`src/rtl/count_display_driver.sv`:
```
// Binary 0..127 to 3-digit BCD via a sequential double-dabble FSM, driving a
// time-multiplexed common-anode 7-segment display with leading-zero blanking.
module count_display_driver #(
   parameter int unsigned SCAN_DIV = 1000
) (
   input  logic        clk,
   input  logic        rst,
   input  logic [6:0]  count_in,
   output logic [11:0] bcd_out,
   output logic        conv_busy,
   output logic [2:0]  an,
   output logic [6:0]  seg
);

   localparam int unsigned PW = $clog2(SCAN_DIV);

   typedef enum logic [1:0] {IDLE, SHIFT, COMMIT} state_t;

   state_t        state_q, state_d;
   logic [6:0]    bin_q, bin_d;
   logic [6:0]    cap_q, cap_d;
   logic [6:0]    last_q, last_d;
   logic [11:0]   acc_q, acc_d;
   logic [11:0]   bcd_q, bcd_d;
   logic [2:0]    iter_q, iter_d;
   logic          force_q, force_d;
   logic          busy_q, busy_d;
   logic [PW-1:0] presc_q, presc_d;
   logic [1:0]    idx_q, idx_d;
   logic [2:0]    an_q, an_d;
   logic [6:0]    seg_q, seg_d;

   logic [11:0]   acc_adj;
   logic [3:0]    nib;
   logic          blank;

   function automatic logic [6:0] seg_enc(input logic [3:0] n);
      case (n)
         4'd0:    seg_enc = 7'b1000000;
         4'd1:    seg_enc = 7'b1111001;
         4'd2:    seg_enc = 7'b0100100;
         4'd3:    seg_enc = 7'b0110000;
         4'd4:    seg_enc = 7'b0011001;
         4'd5:    seg_enc = 7'b0010010;
         4'd6:    seg_enc = 7'b0000010;
         4'd7:    seg_enc = 7'b1111000;
         4'd8:    seg_enc = 7'b0000000;
         4'd9:    seg_enc = 7'b0010000;
         default: seg_enc = 7'b1111111;
      endcase
   endfunction

   always_comb begin
      state_d = state_q;
      bin_d   = bin_q;
      cap_d   = cap_q;
      last_d  = last_q;
      acc_d   = acc_q;
      bcd_d   = bcd_q;
      iter_d  = iter_q;
      force_d = force_q;
      acc_adj = acc_q;
      for (int unsigned i = 0; i < 3; i++) begin
         if (acc_q[4*i +: 4] >= 4'd5) acc_adj[4*i +: 4] = acc_q[4*i +: 4] + 4'd3;
      end
      case (state_q)
         IDLE: begin
            if (force_q || (count_in != last_q)) begin
               bin_d   = count_in;
               cap_d   = count_in;
               acc_d   = '0;
               iter_d  = 3'd7;
               force_d = 1'b0;
               state_d = SHIFT;
            end
         end
         SHIFT: begin
            {acc_d, bin_d} = {acc_adj, bin_q} << 1;
            iter_d = iter_q - 3'd1;
            if (iter_q == 3'd1) state_d = COMMIT;
         end
         COMMIT: begin
            bcd_d   = acc_q;
            last_d  = cap_q;
            state_d = IDLE;
         end
         default: state_d = IDLE;
      endcase
      busy_d = (state_d == SHIFT) || (state_d == COMMIT);
   end

   // Display samples the pre-edge index and bcd value, so it lags both by one clock.
   always_comb begin
      presc_d = presc_q + 1'b1;
      idx_d   = idx_q;
      if (presc_q == PW'(SCAN_DIV - 1)) begin
         presc_d = '0;
         idx_d   = (idx_q == 2'd2) ? 2'd0 : idx_q + 2'd1;
      end
      case (idx_q)
         2'd0: begin
            nib   = bcd_q[3:0];
            blank = 1'b0;
         end
         2'd1: begin
            nib   = bcd_q[7:4];
            blank = (bcd_q[11:8] == 4'd0) && (bcd_q[7:4] == 4'd0);
         end
         2'd2: begin
            nib   = bcd_q[11:8];
            blank = (bcd_q[11:8] == 4'd0);
         end
         default: begin
            nib   = 4'd0;
            blank = 1'b1;
         end
      endcase
      an_d  = ~(3'b001 << idx_q);
      seg_d = blank ? '1 : seg_enc(nib);
   end

   always_ff @(posedge clk or negedge rst) begin
      if (!rst) begin
         state_q <= IDLE;
         bin_q   <= '0;
         cap_q   <= '0;
         last_q  <= '0;
         acc_q   <= '0;
         bcd_q   <= '0;
         iter_q  <= '0;
         force_q <= 1'b1;
         busy_q  <= 1'b0;
         presc_q <= '0;
         idx_q   <= '0;
         an_q    <= '1;
         seg_q   <= '1;
      end else begin
         state_q <= state_d;
         bin_q   <= bin_d;
         cap_q   <= cap_d;
         last_q  <= last_d;
         acc_q   <= acc_d;
         bcd_q   <= bcd_d;
         iter_q  <= iter_d;
         force_q <= force_d;
         busy_q  <= busy_d;
         presc_q <= presc_d;
         idx_q   <= idx_d;
         an_q    <= an_d;
         seg_q   <= seg_d;
      end
   end

   assign bcd_out   = bcd_q;
   assign conv_busy = busy_q;
   assign an        = an_q;
   assign seg       = seg_q;

endmodule

```
`config.mk`:
```
export PLATFORM = sky130hd
export DESIGN_NAME = count_display_driver
export DESIGN_NICKNAME = d
export VERILOG_FILES = /design/src/rtl/count_display_driver.sv
export SDC_FILE = /design/constraint.sdc
export NUM_CORES = 1
export LEC_CHECK = 0
export CAP_MARGIN = 20
export CORE_ASPECT_RATIO = 1.25
export CORE_MARGIN = 1.5
export CORE_UTILIZATION = 50
export CTS_BUF_LIST = sky130_fd_sc_hd__clkbuf_4
export DETAILED_ROUTE_END_ITERATION = 16
export DONT_BUFFER_PORTS = 1
export PLACE_DENSITY = 0.68
export SYNTH_ARGS = -nofsm -noshare
export SYNTH_HDL_FRONTEND = slang
export SYNTH_SLANG_ARGS = --single-unit
```
`constraint.sdc`:
```
create_clock -name clk -period 4 [get_ports clk]
set_clock_uncertainty 0.1 [all_clocks]
set_input_delay 1 -clock clk [delete_from_list [all_inputs] [get_ports clk]]
set_output_delay 1 -clock clk [all_outputs]
set_load 0.02 [all_outputs]
```
==> results_dict.tcl <==
set metrics [dict create \
    status "complete, no violations" \
    clock-sinks 74 \
    post-cts-setup-buffer-count 0 \
    first_global_vias 2219 \
    worstSetupStartpointType "input pin" \
    post_synth.cell_area_avg_um2 11.54 \
    finalNetCount 324 \
    crit_arrival_ns 2.51 \
    drive_above_1_share 0.1732 \
    grt_pass1_wl_um 10560 \
    finalCoreUtilization 0.5505 \
    drc 0 \
    finalCritPeriodShare 0.5660 \
    postSynth.topFlopCell "dfrtp_1" \
    gpl.final_weighted_congestion 0.8318 \
    critical_path_class "input pin to flop" \
    avgViaCountPerCell 5.524 \
    count_of_boundary_i_o_pins 32 \
    synth_top_area_frac 0.4494 \
    netlist.top_cell.by_area "dfrtp_1" \
    initial_core_utilization 0.5245 \
    timing.fmax_mhz 441.7 \
    cellLeakagePower_nw 1.590 \
    final_routed_wirelength_across_all_metal_layers_um 5961 \
    layout_min_cycle_time_ns 2.264 \
    cts-hold-fix-buffers 0 \
    setup-violations-final 0 \
    post_synth_arst_share 1.000 \
    route.vias.total 2171 \
    irDropWorstVdd_mv 0.3469 \
    first_iter_violations 113 \
    rsz0062_at_grt "false" \
    power_density_nw_per_um2 717.6 \
    syn_to_final_growth_pct 4.957 \
    drt_first_pass_iters 4 \
    cp_max_fo 9 \
    die_area_um2 7531 \
    p_total_w 0.002642 \
    detailed_place_hpwl_um 4043 \
    synth_enable_flop_cells 0 \
    die_height_um 96.66 \
    number_of_port_buffers 0 \
    avg_wl_per_cell_um 15.17 \
    worst_slew_margin_rel 0.3339 \
    fillerInstances 595 \
    number_of_flip_flops_and_latches_in_the_synthesized_netlist 74 \
    h-tree-depth 3 \
    antenna_left 0 \
    insertion_delay_ns 0.41 \
    clockRootBuffer "clkbuf_4" \
    path_clk_slew_ns 0.12 \
    track_usage 0.1788 \
    multi_input_area_um2 1510 \
    timing_hold_violations_final 0 \
    worst_hold_path_class "input pin to asynchronous set/reset pin" \
    dieWidth_um 77.92 \
    postCtsResizedCells 0 \
    yosysWarningCount 0 \
    grt.overflow.total 0 \
    core-area_um2 6689 \
    synth_sequential_area_ratio 0.5317 \
    worst_slew_pin_tran_ns 0.9991 \
    synth_fp_nets 327 \
    maxCapViolCount 0 \
    cts-buffers-inserted 9 \
    antenna_found_initial 0 \
    clk_path_buf_depth 2 \
    synthesis.instances 304 \
    syn_area_um2 3508 \
    grt_max_degree 75 \
    worst_hold_slack_across_all_endpoints_ns 0.1626 \
    setup.worst_path.end_class "flop" \
    cts_tree "built" \
    worstPathRequired_ns 4.24 \
    setup_total_negative_slack_ns 0 \
    finalMaxSlewViolations 0 \
    synthTopCellsByArea "dfrtp_1 45%, dfstp_2 8.2%, mux2_2 7.4%, ha_1 5.0%, mux2i_1 2.9%" \
    n_antenna_cell 0 \
    final-seq-area_um2 1866 \
    synthDistinctLibCells 43 \
    row_count 33 \
]
==> layer usage <==
layer / global-route usage / part of all wire
met5: 0 / 0
met4: 0.08654 / 0.018
met3: 0.03585 / 0.044
met2: 0.2876 / 0.49
met1: 0.2293 / 0.45
==> layout make-up <==
cell class,instances,area share
Clock buffer,12,0.02446
Clock inverter,4,0.01189
Inverter,17,0.01733
Multi-Input combinational cell,199,0.4101
Sequential cell,74,0.5066
Tap cell,87,0.02956
==> final timing paths <==
path	start	endpoint	slack (ns)	cells past startpoint
hold / removal	rst	presc_q[4]$_DFF_PN0_	0.16	0
max in group asynchronous	rst	force_q$_DFFE_PN1P_	3.43	0
setup reg to reg	idx_q[1]$_DFFE_PN0N_	seg[3]$_DFF_PN1_	1.89	6
hold reg to reg	presc_q[0]$_DFF_PN0_	presc_q[0]$_DFF_PN0_	0.38	1
setup / recovery	count_in[5]	bin_q[4]$_DFFE_PN0P_	1.74	4
min in group clk	presc_q[0]$_DFF_PN0_	presc_q[0]$_DFF_PN0_	0.38	1
==> through the flow <==
step / instances / worst slack (ns) / cell area [um2]
after global routing: 393 / 1.634 / 3682
after global placement: 377 / 1.357 / 3548
final: 393 / 1.736 / 3682
after CTS: 393 / 1.730 / 3682
after detailed placement: 377 / 1.293 / 3548
after floorplan: 304 / 1.445 / 3508
==> placed cells by master, fill, tap and decap left out, types with 3 or more instances in the layout <==
cell        n
o22ai_1     6
mux2i_1    10
o2bb2ai_1   4
a31oi_1     3
o211ai_1    4
ha_1       14
nand2b_1    7
o21ai_0    14
nand2_1    26
xor2_1      9
nor2b_1     5
clkbuf_4   12
a21oi_1     6
mux2_2     23
nor4b_1     4
dfstp_2    11
xnor2_1    11
nor2_1     14
a221o_1     6
inv_1      17
dfrtp_1    63
and2_1      7
==> synthesized netlist by cell type (all sizes together) (7+ instances only) <==
cell type and n:
mux2 23, nand2 26, clkbuf 11, xor2 9
dfstp 11, xnor2 11, nor2 14, mux2i 10
ha 14, nand2b 7, inv 17, dfrtp 63
and2 7, o21ai 14
==> critical path, cell delays in order <==
cell	delay (ns)
xor2_1	0.14
or4_4	0.53
o31ai_2	0.58
a221o_1	0.26
==> power breakdown <==
part           switching [W]  internal [W]
logic               0.000433      0.000438
registers           0.000290       0.00103
clock network       0.000247      0.000208
==> state kept, by name (all words and copies together) (netlist names) <==
signal	cells
acc_q	12
an	3
bcd_out	12
bin_q	7
cap_q	7
conv_busy	1
force_q	1
idx_q	2
iter_q	3
last_q	7
presc_q	10
seg	7
state_q	2
==> cell families (layout without fill, tap and decap cells) <==
kind of cell / Yosys count / in the layout / share of synthesized area
compound gates: 57 / 57 / 0.1184
xor+xnor: 20 / 20 / 0.04993
flops: 74 / 74 / 0.5317
simple gates: 75 / 75 / 0.1098
fa+ha+maj: 14 / 14 / 0.04993
buf+inv: 31 / 33 / 0.03780
mux: 33 / 33 / 0.1024
(Power assumes the default switching activity.)
